[src/rtl/imem_loader_pkg.sv]
// rtl/imem_loader_pkg.sv - shared state encoding and constants for the instruction memory loader
package imem_loader_pkg;

  typedef enum logic [2:0] {
    ST_HDR,
    ST_DATA,
    ST_CSUM,
    ST_DONE,
    ST_ERR
  } state_t;

  localparam int DEFAULT_DEPTH = 1024;
  localparam int BYTE_LANES    = 4;
  localparam int LANE_W        = $clog2(BYTE_LANES);
  localparam logic [LANE_W-1:0] LAST_LANE = LANE_W'(BYTE_LANES - 1);

endpackage

[src/rtl/imem_loader_if.sv]
// rtl/imem_loader_if.sv - byte stream in and instruction memory write port out
interface imem_loader_if;
  import imem_loader_pkg::*;

  logic [7:0]  rx_data;
  logic        rx_valid;
  logic        rx_ready;
  logic        wr_en;
  logic [31:0] wr_addr;
  logic [31:0] wr_data;

  modport master (
    output rx_data, rx_valid,
    input  rx_ready, wr_en, wr_addr, wr_data
  );

  modport slave (
    input  rx_data, rx_valid,
    output rx_ready, wr_en, wr_addr, wr_data
  );

endinterface

[src/rtl/imem_word_assembler.sv]
// rtl/imem_word_assembler.sv - packs accepted bytes into little-endian 32-bit words
module imem_word_assembler
  import imem_loader_pkg::*;
(
  input  logic        clk,
  input  logic        rst,
  input  logic [7:0]  byte_data,
  input  logic        byte_fire,
  output logic [31:0] word,
  output logic        word_valid
);

  logic [LANE_W-1:0] lane_q;
  logic [23:0]       sh_q;

  // The completed word is presented combinationally with the 4th byte so the
  // caller can register it in the same edge that accepts that byte.
  assign word_valid = byte_fire && (lane_q == LAST_LANE);
  assign word       = {byte_data, sh_q};

  always_ff @(posedge clk) begin
    if (!rst) begin
      lane_q <= '0;
      sh_q   <= '0;
    end else if (byte_fire) begin
      lane_q <= lane_q + LANE_W'(1);
      sh_q   <= {byte_data, sh_q[23:8]};
    end
  end

endmodule

[src/rtl/imem_loader.sv]
// rtl/imem_loader.sv - loads a length-prefixed byte image into instruction memory and holds the CPU in reset until done
// Optional trailing XOR checksum enabled by IMEM_LOADER_CHECKSUM_EN.
module imem_loader
  import imem_loader_pkg::*;
#(
  parameter int DEPTH = DEFAULT_DEPTH,
  parameter int CNT_W = 11
) (
  input  logic             clk,
  input  logic             rst,
  imem_loader_if.slave     bus,
  output logic             cpu_rst,
  output logic             load_done,
  output logic             load_err,
  output logic [CNT_W-1:0] words_loaded
);

  state_t           state_q, state_d;
  logic [CNT_W-1:0] n_q;
  logic             wr_en_q;
  logic [31:0]      wr_addr_q;
  logic [31:0]      wr_data_q;
  logic [31:0]      word;
  logic             word_valid;
  logic             byte_fire;
  logic             accepting;
`ifdef IMEM_LOADER_CHECKSUM_EN
  logic [31:0]      csum_q;
`endif

  imem_word_assembler u_asm (
    .clk        (clk),
    .rst        (rst),
    .byte_data  (bus.rx_data),
    .byte_fire  (byte_fire),
    .word       (word),
    .word_valid (word_valid)
  );

  // In DATA, once the last word has been counted the loader stops accepting
  // so that trailing bytes cannot slip in during the final write cycle.
  assign accepting = (state_q == ST_HDR)
                  || (state_q == ST_DATA && words_loaded != n_q)
                  || (state_q == ST_CSUM);
  assign bus.rx_ready = rst && accepting;
  assign byte_fire    = bus.rx_valid && bus.rx_ready;

  assign bus.wr_en   = wr_en_q;
  assign bus.wr_addr = wr_addr_q;
  assign bus.wr_data = wr_data_q;

  assign cpu_rst   = (state_q != ST_DONE);
  assign load_done = (state_q == ST_DONE);
  assign load_err  = (state_q == ST_ERR);

  always_comb begin
    state_d = state_q;
    case (state_q)
      ST_HDR: begin
        if (word_valid) begin
          if (word == 32'd0) begin
`ifdef IMEM_LOADER_CHECKSUM_EN
            state_d = ST_CSUM;
`else
            state_d = ST_DONE;
`endif
          end else if (word > 32'(DEPTH)) begin
            state_d = ST_ERR;
          end else begin
            state_d = ST_DATA;
          end
        end
      end
      ST_DATA: begin
`ifdef IMEM_LOADER_CHECKSUM_EN
        if (word_valid && words_loaded == n_q - CNT_W'(1)) state_d = ST_CSUM;
`else
        if (words_loaded == n_q) state_d = ST_DONE;
`endif
      end
`ifdef IMEM_LOADER_CHECKSUM_EN
      ST_CSUM: begin
        if (word_valid) state_d = (word == csum_q) ? ST_DONE : ST_ERR;
      end
`endif
      default: state_d = state_q;
    endcase
  end

  always_ff @(posedge clk) begin
    if (!rst) begin
      state_q      <= ST_HDR;
      n_q          <= '0;
      wr_en_q      <= 1'b0;
      wr_addr_q    <= '0;
      wr_data_q    <= '0;
      words_loaded <= '0;
    end else begin
      state_q <= state_d;
      wr_en_q <= 1'b0;
      if (state_q == ST_HDR && word_valid) n_q <= word[CNT_W-1:0];
      if (state_q == ST_DATA && word_valid) begin
        wr_en_q      <= 1'b1;
        wr_addr_q    <= 32'({words_loaded, 2'b00});
        wr_data_q    <= word;
        words_loaded <= words_loaded + CNT_W'(1);
      end
    end
  end

`ifdef IMEM_LOADER_CHECKSUM_EN
  always_ff @(posedge clk) begin
    if (!rst) begin
      csum_q <= '0;
    end else if (state_q == ST_HDR) begin
      csum_q <= '0;
    end else if (state_q == ST_DATA && word_valid) begin
      csum_q <= csum_q ^ word;
    end
  end
`endif

endmodule
[src/flat_wrapper.sv]
// flat-port wrapper written by rule: the top's interface ports become plain ports
module imem_loader_flat import imem_loader_pkg::*;
#(
  parameter int DEPTH = DEFAULT_DEPTH,
  parameter int CNT_W = 11
)
  (clk, rst, cpu_rst, load_done, load_err, words_loaded, bus_rx_data, bus_rx_valid, bus_rx_ready, bus_wr_en, bus_wr_addr, bus_wr_data);
  imem_loader_if bus_i ();
  input  logic clk;
  input  logic rst;
  output logic cpu_rst;
  output logic load_done;
  output logic load_err;
  output logic [CNT_W-1:0] words_loaded;
  input wire logic [$bits(bus_i.rx_data)-1:0] bus_rx_data;
  input wire logic [$bits(bus_i.rx_valid)-1:0] bus_rx_valid;
  output wire logic [$bits(bus_i.rx_ready)-1:0] bus_rx_ready;
  output wire logic [$bits(bus_i.wr_en)-1:0] bus_wr_en;
  output wire logic [$bits(bus_i.wr_addr)-1:0] bus_wr_addr;
  output wire logic [$bits(bus_i.wr_data)-1:0] bus_wr_data;
  assign bus_i.rx_data = bus_rx_data;
  assign bus_i.rx_valid = bus_rx_valid;
  assign bus_rx_ready = bus_i.rx_ready;
  assign bus_wr_en = bus_i.wr_en;
  assign bus_wr_addr = bus_i.wr_addr;
  assign bus_wr_data = bus_i.wr_data;
  imem_loader #(.DEPTH(DEPTH), .CNT_W(CNT_W)) u_core (.clk(clk), .rst(rst), .bus(bus_i), .cpu_rst(cpu_rst), .load_done(load_done), .load_err(load_err), .words_loaded(words_loaded));
endmodule
[config.mk]
export PLATFORM = sky130hd
export DESIGN_NAME = imem_loader_flat
export DESIGN_NICKNAME = d
export VERILOG_FILES = /design/src/rtl/imem_loader_pkg.sv /design/src/rtl/imem_loader_if.sv /design/src/rtl/imem_word_assembler.sv /design/src/rtl/imem_loader.sv /design/src/flat_wrapper.sv
export SDC_FILE = /design/constraint.sdc
export NUM_CORES = 1
export LEC_CHECK = 0
export CORE_UTILIZATION = 50
export CTS_CLUSTER_SIZE = 14
export DETAILED_ROUTE_END_ITERATION = 6
export PLACE_DENSITY = 0.81
export RECOVER_POWER = 50
export SLEW_MARGIN = 10
export SYNTH_ARGS = -nofsm -noshare
export SYNTH_HDL_FRONTEND = slang
export SYNTH_SLANG_ARGS = --single-unit
[constraint.sdc]
create_clock -name clk -period 1.98 [get_ports clk]
set_input_delay 0.297 -clock clk [delete_from_list [all_inputs] [get_ports clk]]
set_output_delay 0.297 -clock clk [all_outputs]
set_load 0.02 [all_outputs]
Word-level counts from Yosys, hierarchy flattened:

Index checks and enable logic that the tools add are counted.

* register bits after elaboration: 95
* input bits: 11
* logic and storage cells: 39

* add/sub/neg operators: 2
* magnitude comparators: 1
* equality and inequality tests: 10
* multiplexer cells: 6
* reductions and logical operators: 12

Operators by type and width (count)
* $gt 32x11->1 const B: 1
* $logic_not 32->1: 1
* $mux 3: 4
* $add 11x1->11 const B: 1
* $eq 11x11->1: 1
* $ne 11x11->1: 1
* $eq 3x2->1 const B: 2
* $logic_and 1x1->1: 6
* $pmux 3 s2: 1
* $eq 3x1->1 const B: 1
* $eq 3x3->1 const B: 1
* $logic_not 3->1: 1
* $ne 3x2->1 const B: 1
* $reduce_and 3->1: 1
* $add 2x1->2 const B: 1
* $eq 2x2->1 const B: 1
* $logic_or 1x1->1: 2
* $ne 2x1->1 const B: 1
* $ne 2x2->1 const B: 1
* $reduce_bool 2->1: 1
* $mux 1: 1

Longest topological paths before layout:

Gate-level depths: netlist (run 1).

* word-level depth: 9
* depth in mapped cells: 8
* gate-level depth less buffers: 6

Hierarchy:

A second synthesis (run 1) with hierarchy kept.

* cell total of the unflattened synthesis: 460
* area, all modules: 4151.5 um2

By module, submodules not included
* imem_loader: times used 1, cells each 367, area an instance 3075.4 um2, seq. area each 1381.3 um2
* imem_word_assembler: times used 1, cells each 93, area an instance 1076.0 um2, seq. area each 520.5 um2

Worst setup path after synthesis (run 1):

Ideal clock, no wire load.

* path type: reg-to-reg
* from: register u_core.words_loaded[0]
* to: register u_core.words_loaded[0]
* library setup time: 118 ps
* arrival time: 1697 ps
* path slack: 164 ps
* cell stages (with the launch flop): 8
* path buffers: 2
* clock period less this slack: 1816 ps
* cell sequence: dfxtp_1 xnor2_1 nand4_2 o31a_1 buf_4 buf_4 xnor2_1 nor2_1

* word-level cells in the longest chain between the ends: 8
* elaborated cells between the ends (all ways): 9
* classes of those cells: add/sub: 1; eq/ne: 1; reduce/logical: 7

Ends and longest elaborated chain
* start, declared: RTL line imem_loader.sv:15 `output logic [CNT_W-1:0] words_loaded`
* start signal, assigned: RTL line imem_loader.sv:106 `words_loaded <= words_loaded + CNT_W'(1);`
* $ne 11x11->1: RTL line imem_loader.sv:43 `|| (state_q == ST_DATA && words_loaded != n_q)`
* $logic_and 1x1->1: RTL line imem_loader.sv:43
* $logic_or 1x1->1: RTL line imem_loader.sv:43
* $logic_or 1x1->1: RTL line imem_loader.sv:44 `|| (state_q == ST_CSUM);`
* $logic_and 1x1->1: RTL line imem_loader.sv:45 `assign bus.rx_ready = rst && accepting;`
* $logic_and 1x1->1: RTL line imem_loader.sv:46 `assign byte_fire = bus.rx_valid && bus.rx_ready;`
* $logic_and 1x1->1: RTL line imem_word_assembler.sv:18 `assign word_valid = byte_fire && (lane_q == LAST_LANE);`
* $logic_and 1x1->1: RTL line imem_loader.sv:102 `if (state_q == ST_DATA && word_valid) begin`

Parallel ways exist; a longest one is shown, timed or not.
A chain may end at the register's enable or synchronous reset.

Final worst setup path (run 1):

* from: register u_core.words_loaded[3]
* to: output bus_rx_ready

* word-level cells in the longest chain between the ends: 5

Ends and longest elaborated chain
* $ne 11x11->1: RTL line imem_loader.sv:43
* $logic_and 1x1->1: RTL line imem_loader.sv:43
* $logic_or 1x1->1: RTL line imem_loader.sv:43
* $logic_or 1x1->1: RTL line imem_loader.sv:44
* $logic_and 1x1->1: RTL line imem_loader.sv:45
* end, declared: RTL line flat_wrapper.sv:17 `output wire logic [$bits(bus_i.rx_ready)-1:0] bus_rx_ready;`

Every way passes these cells.

==> impl_summary.md, run 1 <==
Status
The flow ran to the end, and the final reports show no timing, DRC or antenna violations.

Detailed routing
The initial detailed-routing violation count is approximately 160. Summed over all layers, the routed wires come to about 8.9 mm. Using the TritonRoute via totals, the vias-per-cell ratio works out to about 5.1.

In the routed design, unresolved DRC markers number 0. The first-pass iteration count of the detailed router is 4. The number of nets still failing antenna checks after routing is 0.

The average wire per standard cell is ~13 µm. The number of vias in the routed layout is approximately 3,400.

Floorplanning
The number of top-level pins is 91. The width of the die is 91.93 µm. The floorplan has 32 rows. The die covers 8451 µm².

For this configuration, the core starts out at a cell density of 0.5206. The total area inside the core boundary comes to between 7000 and 8000 µm². The die height is 91.93 µm.

Global routing
For this run, global-route usage on met2 was measured as 0.3700. The number of global-route vias before repair is roughly 3,200. Entering global routing, the biggest net connects 65 pins.

The total track usage is 0.2182. The busiest layer in global routing is met2. The met3 routing resource usage after global routing is 0.03980. The met1 usage is 0.2697. The number of antenna violations at the first check in global routing is 0. The total global routing overflow is 0. The first global-routing pass estimated about 15 mm of wire.

Logic synthesis
The count of unique library cells instantiated by Yosys is slightly above 40. The post-synthesis instance area is approximately 4000 µm². By area, the combinational part of the netlist is dominated by simple AND/OR/NAND/NOR gates. The post-synthesis compound-gate area fraction was 0.08045. The adder and majority cell fraction of the synthesized area is 0.006188. The synthesized instance count is about 480. Averaged over all synthesized cells, the footprint is about 8.5 µm². After synthesis, the share of cell area in mux cells is 0.1015.

The yosys synthesis warning count is 0. The simple-gate share of the synthesized area is 0.2107. The share of the Yosys chip area taken by registers is 0.4703. Of the total synthesized cell area, the portion taken by XOR and XNOR cells is 0.02785. The number of flip-flops and latches in the synthesized netlist is 95.

CTS
The hold buffer count at CTS is 0. The H-tree was split into 3 levels. TritonCTS built the clock tree. The tree is rooted in a sky130_fd_sc_hd__clkbuf_8. The clock-pin slew on the worst setup and hold paths is roughly 0.09 ns. The number of buffers created by CTS is 9. The CTS sink count is between 90 and 100. In this run the deepest clock path goes through 2 buffers. The worst-skew pair later-pin latency is around 0.36 ns.

Placement
Detailed placement finished with a half-perimeter wire length of between 6 and 7 mm. The placement-stage cell area is ~5000 µm². Routability-driven placement finished with a final weighted congestion of about 0.88. Port buffering added 69 buffers. After detailed placement, the design holds a cell count of ~640.

Critical path
The nature of the critical path startpoint is a flop. At the worst endpoint, the required time is 1.68 ns. Data arrives at the worst endpoint at around 1.6 ns. The type of the worst setup path is reg -> out.

The kind of end point of the critical path is an output port. Along the worst path, the maximum fanout reaches 2.

Power
Of the total power, combinational logic draws 0.061. The maximum resistive drop on vdd is roughly 0.4 mV. The share of total power dissipated in the clock network is 0.374. The cell leakage power is between 2 and 2.5 nW. The switching part of the total power is 0.2449. Of the total power, registers draw 0.564. The net load switching power is 0.0008587 W.

The power density relative to cell area is 694.2 nW/µm². The cell-internal power is between 0.002 and 0.003 W.

Cells and area
The library cell used most frequently in the layout, excluding fill and tap cells, is sky130_fd_sc_hd__nand2_1. The filler cells instantiated in the layout total 634. The ratio of cells with drive above 1 in the final layout is 0.1038. The number of cells in the finished layout apart from fillers is roughly 660. Compared with the post-synthesis result, the final layout area differs by 24.88%.

Leaving out fill and tap cells, the most frequent cells in the layout are sky130_fd_sc_hd__nand2_1, sky130_fd_sc_hd__dfxtp_1, sky130_fd_sc_hd__dlygate4sd3_1, sky130_fd_sc_hd__mux2i_1, sky130_fd_sc_hd__o21ai_0. The final layout contains roughly 570 nets. The antenna diode count is 0. The finished layout cell area is around 5000 µm².

STA
The number of hold violations in the final report came to 0. The number of endpoints failing setup at the final stage is 0. The clock arrives with 0.007502 ns of skew. The max-slew violation total from the final report is 0. The routed design could run at a clock period as short as between 1.5 and 2 ns.

The period utilization is 0.9607. The worst-margin pin slew is 0.6176 ns. Measured against its own limit, the worst slew margin works out to 0.5882. For this run, the top clock speed supported by timing is between 500 and 600 MHz.

Flow run
The max-capacitance violation count is 0.

Hold path
The tightest min-delay check is of the in -> reg type.
## power groups by stage
stage	sequential, W	clock [W]	combinational, W
floorplan	0.00201	0	0.000196
global placement	0.00202	0	0.000213
detailed placement	0.00202	0	0.000221
CTS	0.00198	0.00133	0.000221
global route	0.00198	0.00140	0.000238
finish	0.00198	0.00131	0.000215
## state kept, by name, summed over array words and instances, names as in the netlist
signal / cells
u_core.bus.wr_data: 32
u_core.u_asm.sh_q: 24
u_core.bus.wr_addr: 11
u_core.n_q: 11
u_core.words_loaded: 11
u_core.state_q: 3
u_core.u_asm.lane_q: 2
u_core.bus.wr_en: 1
## cells in the mapped netlist (all sizes together)
cell type,count,area share
clkbuf,14,0.013
dfxtp,95,0.47
nor2,21,0.019
nand4b,1,0.0059
nand2b,6,0.0093
a221oi,1,0.0022
o21a,2,0.0037
ha,2,0.0062
nor4,7,0.012
or3,1,0.0015
o31a,1,0.0022
or4,1,0.0019
a21oi,7,0.0096
xnor2,12,0.028
inv,27,0.025
and4bb,1,0.0031
o21ai,44,0.054
mux2i,41,0.10
nand4,9,0.015
nand3,6,0.0074
buf,35,0.064
nor2b,1,0.0015
nand2,127,0.12
a211o,1,0.0022
nor3,3,0.0065
o31ai,1,0.0019
o311ai,1,0.0022
conb,1,0.00093
o41ai,1,0.0022
and3,2,0.0031
nor3b,2,0.0037
and2,1,0.0015
## cells by family (layout without fill, tap and decap cells)
logic type / count (synthesis) / after routing
adders and majority gates: 2 / 2
xor gates and xnor gates: 12 / 12
AOI/OAI and AO/OA: 59 / 59
buffers and inverters: 76 / 140
DFF: 95 / 95
and+or+nand+nor: 189 / 189
other: 1 / 21
muxes: 41 / 41
## worst max-delay path: stages, from the launching register on
cell,delay (ns)
sky130_fd_sc_hd__dfxtp_1,0.40
sky130_fd_sc_hd__xnor2_1,0.10
sky130_fd_sc_hd__nand4_1,0.18
sky130_fd_sc_hd__nor3_4,0.05
sky130_fd_sc_hd__o21a_1,0.16
sky130_fd_sc_hd__nor3_1,0.15
sky130_fd_sc_hd__clkbuf_2,0.20
## per-stage QoR
stage                     power (W)  hold WS, ns   TNS (ns)    util  worst slack (ns)
after floorplan            0.002205       0.4056          0       -            0.1645
after global placement     0.002233       0.4372    -0.1081  0.6253          -0.09748
after detailed placement   0.002244       0.4493    -0.4143  0.6253           -0.1436
after CTS                  0.003527       0.2303   -0.08266  0.6517          -0.08266
after global routing       0.003625       0.2383  -0.002339  0.6501         -0.002339
final                      0.003506       0.2365          0  0.6501           0.07777
## worst paths after layout
| path | cells after the start | startpoint | end | slack, ns |
|---|---|---|---|---|
| max | 6 | u_core.words_loaded[3] | bus_rx_ready | 0.08 |
| min | 2 | rst | u_core.state_q[2] | 0.24 |
| max reg2reg | 7 | u_core.words_loaded[3] | u_core.u_asm.sh_q[0] | 0.14 |
| min reg2reg | 2 | u_core.bus.wr_addr[7] | u_core.bus.wr_addr[7] | 0.45 |
## layer usage
metal | wire, µm | vias to the layer above
met5 | 0 | -
met4 | 215 | 0
met3 | 424 | 18
met2 | 4328 | 99
met1 | 3918 | 1581
li1 | - | 1668
## repair_timing
| action | CTS | global route |
|---|---|---|
| cloned | 0 | 0 |
| pin swaps | 1 | 2 |
| endpoints found under the hold margin | 0 | 0 |
| setup endpoints to repair | 3 | 4 |
| setup buffers | 0 | 1 |
| resized for setup | 4 | 11 |
## final cells by class
class	count	area (µm²)	area share
Clock buffer	11	141.4	0.02800
Tap cell	102	127.6	0.02527
Inverter	27	101.3	0.02007
Sequential cell	95	1908	0.3778
Clock inverter	5	63.81	0.01264
Timing Repair Buffer	97	895.9	0.1774
Multi-Input combinational cell	324	1812	0.3588
Power figures use the tool's default switching activity.
==> run 2: changes to the inputs <==
--- a/config.mk
+++ b/config.mk
@@ -5,6 +5,7 @@
 export SDC_FILE = /design/constraint.sdc
 export NUM_CORES = 1
 export LEC_CHECK = 0
+export CORE_ASPECT_RATIO = 0.6
 export CORE_UTILIZATION = 50
 export CTS_CLUSTER_SIZE = 14
 export DETAILED_ROUTE_END_ITERATION = 6
==> run 2 against run 1 <==
Power is 16% higher. Register-to-register slack worse by 0.06 ns. Core utilization is 4.2 points higher. Combinational power is 3% higher. Final area is 3.4% higher. Die area is 0.14% higher. Critical endpoint unchanged.
==> impl_summary.md, run 2 (same netlist as run 1, synthesis figures left out) <==
Placement
The placement-stage cell area is 4862 µm² (+0.10%). The total half-perimeter wirelength after legalization and detailed placement was 6.707 mm (+2.8%). The number of input and output port buffers inserted is 69 (unchanged). The routability congestion estimate from global placement came to 0.8204 (-6.9%).

Critical path
In this run the critical register-to-register path is launched from u_core.u_asm.lane_q[0]. The highest cell delay on the worst timing path is 0.40 ns (about the same). The number of buffer and inverter stages on the critical path is 1 (unchanged). The setup path with the least slack is of type reg -> out. The critical path starts at u_core.words_loaded[2]. The arrival time of the worst setup path is 1.62 ns (about the same). The maximum net fanout on the critical path came to 2 (unchanged). On the critical path the largest part of the delay comes from simple AND/OR/NAND/NOR gates.

STA classifies the critical path endpoint as an output port. Walking the worst path, the cells encountered are xnor2_2, nand4_4, nor3_4, o21a_1, nor3_1, buf_2. The required time at the worst-slack endpoint is 1.68 ns (about the same). The nature of the critical path startpoint is a flop.

The slowest stage of the critical path belongs to the cell sky130_fd_sc_hd__dfxtp_1.

STA
The setup skew after layout came to 0.01003 ns (+0.002524 ns). The period utilization is 0.9675 (+0.006818). The number of endpoints failing setup at the final stage was 0 (unchanged). The max-slew violation total from the final report is 0 (unchanged). The worst-margin pin slew is 0.6482 ns (+0.03058 ns). Setup repair after global routing could not meet its margin everywhere. The remaining max-slew budget at the tightest pin is 0.5679 (-0.02039).

The final period demand of the worst path was 1.916 ns (+0.01350 ns). The fmax is 522.0 MHz (-0.70%). The number of hold violations in the final report was 0 (unchanged).

Power
The maximum resistive drop on vdd is 0.5381 mV (+31%). The power density relative to cell area came to 778.7 nW/µm² (+12%). The overall power was 0.004065 W (+16%). The cell leakage power is 2.193 nW (+2.1%).

Cells and area
The net count reported at finish is 564 (-0.53%). From synthesis to final layout, the design area changed by 29.08%. The ratio of cells with drive above 1 in the final layout is 0.09712 (-0.006634). The count of fill cells added during filler insertion was 590 (-6.9%). The flip-flop count of the largest register, all copies and words added is 32 (unchanged). In the layout the commonest cells are sky130_fd_sc_hd__nand2_1, sky130_fd_sc_hd__dfxtp_1, sky130_fd_sc_hd__mux2i_1, sky130_fd_sc_hd__dlygate4sd3_1, sky130_fd_sc_hd__o21ai_0.

The finished layout cell area is 5220 µm² (+3.4%). The library cell used most frequently in the layout, excluding fill and tap cells, is sky130_fd_sc_hd__nand2_1. The footprint of the multi-input gates was 1844 µm² (+1.8%).

The combined flip-flop and latch cell area is 1906 µm² (-0.13%). The antenna diode count came to 0 (unchanged).

CTS
The CTS sink count is 95 (unchanged). The clock root buffer is sky130_fd_sc_hd__clkbuf_16. The count of H-tree levels built during CTS came to 3 (unchanged). The worst-skew pair later-pin latency is 0.35 ns (about the same). The hold buffer count at CTS came to 0 (unchanged). The maximum clock path buffer count is 2 (unchanged). The number of buffers created by CTS was 9 (unchanged). The clock-pin slew on the worst setup and hold paths came to 0.07 ns (-0.02 ns). The TritonCTS clock tree is yes.

Hold path
The critical hold path startpoint is u_core.bus.wr_addr[3]. The type of the most critical hold path is reg -> reg.

Global routing
The met1 usage is 0.2981 (+0.02850). The total track usage is 0.2336 (+0.01539). The pin count of the biggest net entering global routing was 67 (+3.1%). The routing usage on met2 is 0.3732 (+0.003178). The number of global-route vias before repair is 3,141 (-0.57%). The global-route wire length before repair is 15.30 mm (+3.9%). The met3 routing resource usage after global routing is 0.08439 (+0.04459). The busiest layer in global routing is met2. The total global routing overflow is 0 (unchanged). The number of antenna violations at the first check in global routing was 0 (unchanged).

Floorplanning
The number of placement rows is 24 (-25%). The die height came to 71.66 µm (-22%). The number of top-level pins was 91 (unchanged). The starting utilization of the core area is 0.5365 (+0.01590). The core outline area was 7537 µm² (-3.0%). The die footprint is 8463 µm² (+0.14%).

The width of the die is 118.1 µm (+28%).

Detailed routing
The number of vias in the routed layout is 3,358 (-0.24%). The number of DRC violations after detailed routing is 0 (unchanged). The post-detailed-routing wire length came to 9.243 mm (+4.0%).

The average wire per standard cell was 14.00 µm (+4.2%). The initial detailed-routing violation count came to 301 (+86%). The number of nets still failing antenna checks after routing is 0 (unchanged). The first-pass iteration count of the detailed router is 4 (unchanged).

The via count normalized by instance count was 5.088 (about the same).

Flow run
The max-capacitance violation count was 0 (unchanged).

Status
The run finished with clean final reports.
## run 2: cell count changes in the layout (fill, tap and decap cells not counted), moves of 3 or more
cell | before | now
sky130_fd_sc_hd__clkbuf_8 | 10 | 2
sky130_fd_sc_hd__clkdlybuf4s50_1 | 20 | 25
sky130_fd_sc_hd__clkbuf_16 | 0 | 9
sky130_fd_sc_hd__dlygate4sd3_1 | 44 | 39
sky130_fd_sc_hd__buf_4 | 25 | 21
sky130_fd_sc_hd__buf_12 | 1 | 4
## run 2: path summary, 6_finish.rpt
path	to	slack [ns]	depth (start not counted)
max	bus_rx_ready	0.06	6
min	u_core.bus.wr_addr[3]	0.45	2
max reg2reg	u_core.words_loaded[10]	0.08	6
min reg2reg	u_core.bus.wr_addr[3]	0.45	2
## run 2: worst register-to-register path, stage by stage, from the launching register on
cell                       delay [ns]
sky130_fd_sc_hd__dfxtp_1         0.37
sky130_fd_sc_hd__ha_1            0.24
sky130_fd_sc_hd__nand4b_4        0.11
sky130_fd_sc_hd__and4bb_1        0.29
sky130_fd_sc_hd__nand4_1         0.14
sky130_fd_sc_hd__o311ai_0        0.46
sky130_fd_sc_hd__o41ai_1         0.16
## run 2: metal layers
metal  routed length [µm]  part of all wire  vias to the layer above
met5                    0                 0                        -
met4                  100             0.011                        0
met3                  589             0.064                       10
met2                 4297              0.46                       97
met1                 4256              0.46                     1582
li1                     -                 -                     1669
## run 2: what timing repair did
item / 4_1_cts / 5_1_grt
buffers inserted: 0 / 1
resized for setup: 11 / 5
setup endpoints to repair: 3 / 4
pin swaps: 4 / 3
## run 2: metrics by stage
step / setup slack, ns / hold slack [ns] / util / TNS [ns] / std cells
2_1_floorplan: 0.1645 / 0.4056 / - / 0 / 495
3_3_place_gp: -0.08492 / 0.4358 / 0.6451 / -0.08492 / 643
3_5_place_dp: -0.1444 / 0.4455 / 0.6451 / -0.5468 / 643
4_1_cts: 0.03214 / 0.4540 / 0.6917 / 0 / 659
5_1_grt: -0.03632 / 0.4704 / 0.6926 / -0.04741 / 660
6_report: 0.06427 / 0.4470 / 0.6926 / 0 / 660
## run 2: where the power goes
part / internal, W / switching (W)
Clock: 0.00117 / 0.000688
Combinational: 0.0000769 / 0.000145
Sequential: 0.00194 / 0.0000367
Total: 0.00320 / 0.000869
## run 2: cell type report
| type | instances | area share |
|---|---|---|
| clock inverter | 3 | 0.01246 |
| inverter | 27 | 0.01942 |
| timing repair buffer | 94 | 0.1750 |
| sequential | 95 | 0.3651 |
| multi-input combinational | 324 | 0.3533 |
| clock buffer | 13 | 0.04986 |
| tap | 104 | 0.02493 |
==> run 3: changes to the inputs <==
--- a/config.mk
+++ b/config.mk
@@ -6,12 +6,12 @@
 export NUM_CORES = 1
 export LEC_CHECK = 0
 export CORE_ASPECT_RATIO = 0.6
+export CORE_MARGIN = 8
 export CORE_UTILIZATION = 50
 export CTS_CLUSTER_SIZE = 14
 export DETAILED_ROUTE_END_ITERATION = 6
 export PLACE_DENSITY = 0.81
 export RECOVER_POWER = 50
-export SLEW_MARGIN = 10
 export SYNTH_ARGS = -nofsm -noshare
 export SYNTH_HDL_FRONTEND = slang
 export SYNTH_SLANG_ARGS = --single-unit
==> run 3 against run 2 <==
The run now ends with negative setup slack left. Largest cell class unchanged. Critical path type unchanged. Non-clock buffer count grew 2. Core utilization shrank 2.6 points. Maximum frequency down 3.8%. Highest routed layer unchanged. Count of clock-buffer cells in the layout fell by 2. Critical endpoint unchanged. Largest power group unchanged.
==> impl_summary.md, run 3 (same netlist as run 1, synthesis figures left out) <==
Status
The run finished, with violations left. The checks that failed: negative setup slack.

Detailed routing
The number of nets still failing antenna checks after routing is 0 (unchanged). The average wire per standard cell is 15.61 µm (+11%). The via count normalized by instance count is 5.105 (+0.34%). The number of vias in the routed layout was 3,395 (+1.1%). The initial detailed-routing violation count was 212 (-30%). The first-pass iteration count of the detailed router is 4 (unchanged). The post-detailed-routing wire length is 10.38 mm (+12%). The number of DRC violations after detailed routing is 0 (unchanged).

Global routing
The total global routing overflow came to 0 (unchanged). The number of antenna violations at the first check in global routing is 0 (unchanged). The global-route wire length before repair is 16.93 mm (+11%). The pin count of the biggest net entering global routing was 66 (-1.5%). The number of global-route vias before repair is 3,426 (+9.1%).

The total track usage is 0.1845 (-0.04909).

STA
The number of endpoints failing setup at the final stage is 1 (+1). The number of hold violations in the final report is 0 (unchanged). The worst-margin pin slew is 0.6434 ns (-0.004828 ns). The setup skew after layout is 0.005810 ns (-0.004217 ns). The remaining max-slew budget at the tightest pin was 0.5711 (+0.003218). Setup repair after global routing could not meet its margin everywhere. The max-slew violation total from the final report was 0 (unchanged). The final period demand of the worst path was 1.992 ns (+0.07651 ns). The tightest hold margin is 0.4475 ns (+0.0005010 ns).

The setup slack of the critical path after layout came to -0.01224 ns (-0.07651 ns). The period utilization is 1.006 (+0.03864). The fmax is 501.9 MHz (-3.8%).

Power
The power density relative to cell area was 740.9 nW/µm² (-4.8%). The maximum resistive drop on vdd is 0.3823 mV (-29%). The switching part of the total power is 0.2287 (+0.01481). The clock network fraction of design power was 0.432 (-0.026). The sequential group share of total power is 0.511 (+0.023). The cell leakage power is 2.104 nW (-4.1%). The fraction of power consumed by combinational cells is 0.057 (+0.002). The net load switching power is 0.0008866 W (+2.0%). The cell-internal power is 0.002990 W (-6.4%).

Placement
The routability congestion estimate from global placement was 0.8032 (-2.1%). The number of input and output port buffers inserted was 69 (unchanged). The number of instances in the placed design is 647 (+0.62%).

The placement-stage cell area is 4855 µm² (-0.15%). The total half-perimeter wirelength after legalization and detailed placement is 7.288 mm (+8.7%).

Floorplanning
The number of top-level pins was 91 (unchanged). The width of the die is 132.1 µm (+12%). The die footprint came to 11,320 µm² (+34%). The die height is 85.66 µm (+20%). The core outline area came to 7851 µm² (+4.2%). The starting utilization of the core area is 0.5151 (-0.02146).

The number of placement rows is 25 (+4.2%).

Critical path
The standard cell with the maximum stage delay on the critical path is sky130_fd_sc_hd__dfxtp_2. The arrival time of the worst setup path was 1.70 ns (+0.08 ns). The required time at the worst-slack endpoint was 1.68 ns (about the same).

The worst setup path is launched from a flop. The kind of end point of the critical path is an output port. The highest cell delay on the worst timing path is 0.34 ns (-0.06 ns). Traced cell by cell, the critical path runs through xnor2_2, nand4_2, nor3_4, o21a_1, nor3_1, buf_4. The critical path is of the reg -> out type. The maximum net fanout on the critical path is 2 (unchanged).

CTS
The worst-skew pair later-pin latency is 0.35 ns (about the same). The maximum clock path buffer count is 2 (unchanged). The clock-pin slew on the worst setup and hold paths is 0.06 ns (about the same). The hold buffer count at CTS was 0 (unchanged). The CTS sink count was 95 (unchanged). The number of buffers created by CTS is 9 (unchanged). The TritonCTS clock tree is yes. Clock tree synthesis selected as its root buffer the cell sky130_fd_sc_hd__clkbuf_16.

The count of H-tree levels built during CTS came to 3 (unchanged).

Cells and area
Leaving out fill and tap cells, the most frequent cell in the layout is sky130_fd_sc_hd__nand2_1. The finished layout cell area is 5233 µm² (+0.24%). The ratio of cells with drive above 1 in the final layout is 0.1185 (+0.02137). The area growth from synthesis to final layout is 29.39%. In the layout the commonest cells are sky130_fd_sc_hd__nand2_1, sky130_fd_sc_hd__dfxtp_1, sky130_fd_sc_hd__clkdlybuf4s50_1, sky130_fd_sc_hd__mux2i_1, sky130_fd_sc_hd__o21ai_0. The net count reported at finish is 566 (+0.35%). The antenna diode count came to 0 (unchanged). The number of cells in the finished layout apart from fillers is 665 (+0.76%). The flip-flop count of the largest register, all copies and words added is 32 (unchanged).

Flow run
The max-capacitance violation count came to 0 (unchanged).

Hold path
The path class of the tightest hold or removal check is reg -> reg.
run 3: critical path, delay by kind of cell, from the launching register on:
kind / cells / cell delay (ns)
compound gates: 1 / 0.16
xor+xnor: 1 / 0.18
buf+inv: 1 / 0.17
flops: 1 / 0.34
simple gates: 3 / 0.50
run 3: final timing paths:
path,end,cells past startpoint,slack [ns],startpoint
setup / recovery,bus_rx_ready,6,-0.01,u_core.n_q[0]
hold / removal,u_core.bus.wr_addr[2],2,0.45,u_core.bus.wr_addr[2]
hold reg to reg,u_core.bus.wr_addr[2],2,0.45,u_core.bus.wr_addr[2]
setup reg to reg,u_core.words_loaded[9],6,0.06,u_core.u_asm.lane_q[0]
run 3: area by class of cell:
cell class,count,area [µm²]
fill,634,2619
clock buffer,11,232.7
tap,108,135.1
sequential,95,1911
multi-input combinational,324,1882
timing repair buffer,96,923.4
clock inverter,4,47.55
inverter,27,101.3
run 3: timing repair:
item | 4_1_cts | 5_1_grt
pin swaps | 3 | 7
endpoints found under the hold margin | 0 | 0
gates resized for setup | 9 | 19
buffers inserted | 2 | 1
cloned | 0 | 0
endpoints found under the setup margin | 4 | 15
run 3: layer usage:
layer / GRT usage / share of wire / up-vias
met2: 0.2932 / 0.47 / 105
met3: 0.07935 / 0.080 / 23
met4: 0.07150 / 0.021 / 0
met1: 0.2173 / 0.43 / 1599
li1: - / - / 1668
met5: 0 / 0 / -
run 3: stage by stage:
stage	setup TNS, ns	util	setup slack [ns]	total power [W]
after global placement	-0.06526	0.6183	-0.06526	0.002233
after floorplan	0	-	0.1645	0.002205
final	-0.01224	0.6665	-0.01224	0.003877
after global routing	-0.1453	0.6665	-0.08234	0.004004
after CTS	0	0.6553	0.02642	0.003898
after detailed placement	-5.627	0.6183	-0.1644	0.002241
run 3: power groups by stage:
stage	combinational [W]	sequential, W	clock, W
final	0.000222	0.00198	0.00167
after floorplan	0.000196	0.00201	0
after global routing	0.000247	0.00198	0.00177
after CTS	0.000220	0.00198	0.00170
after detailed placement	0.000220	0.00202	0
after global placement	0.000214	0.00202	0
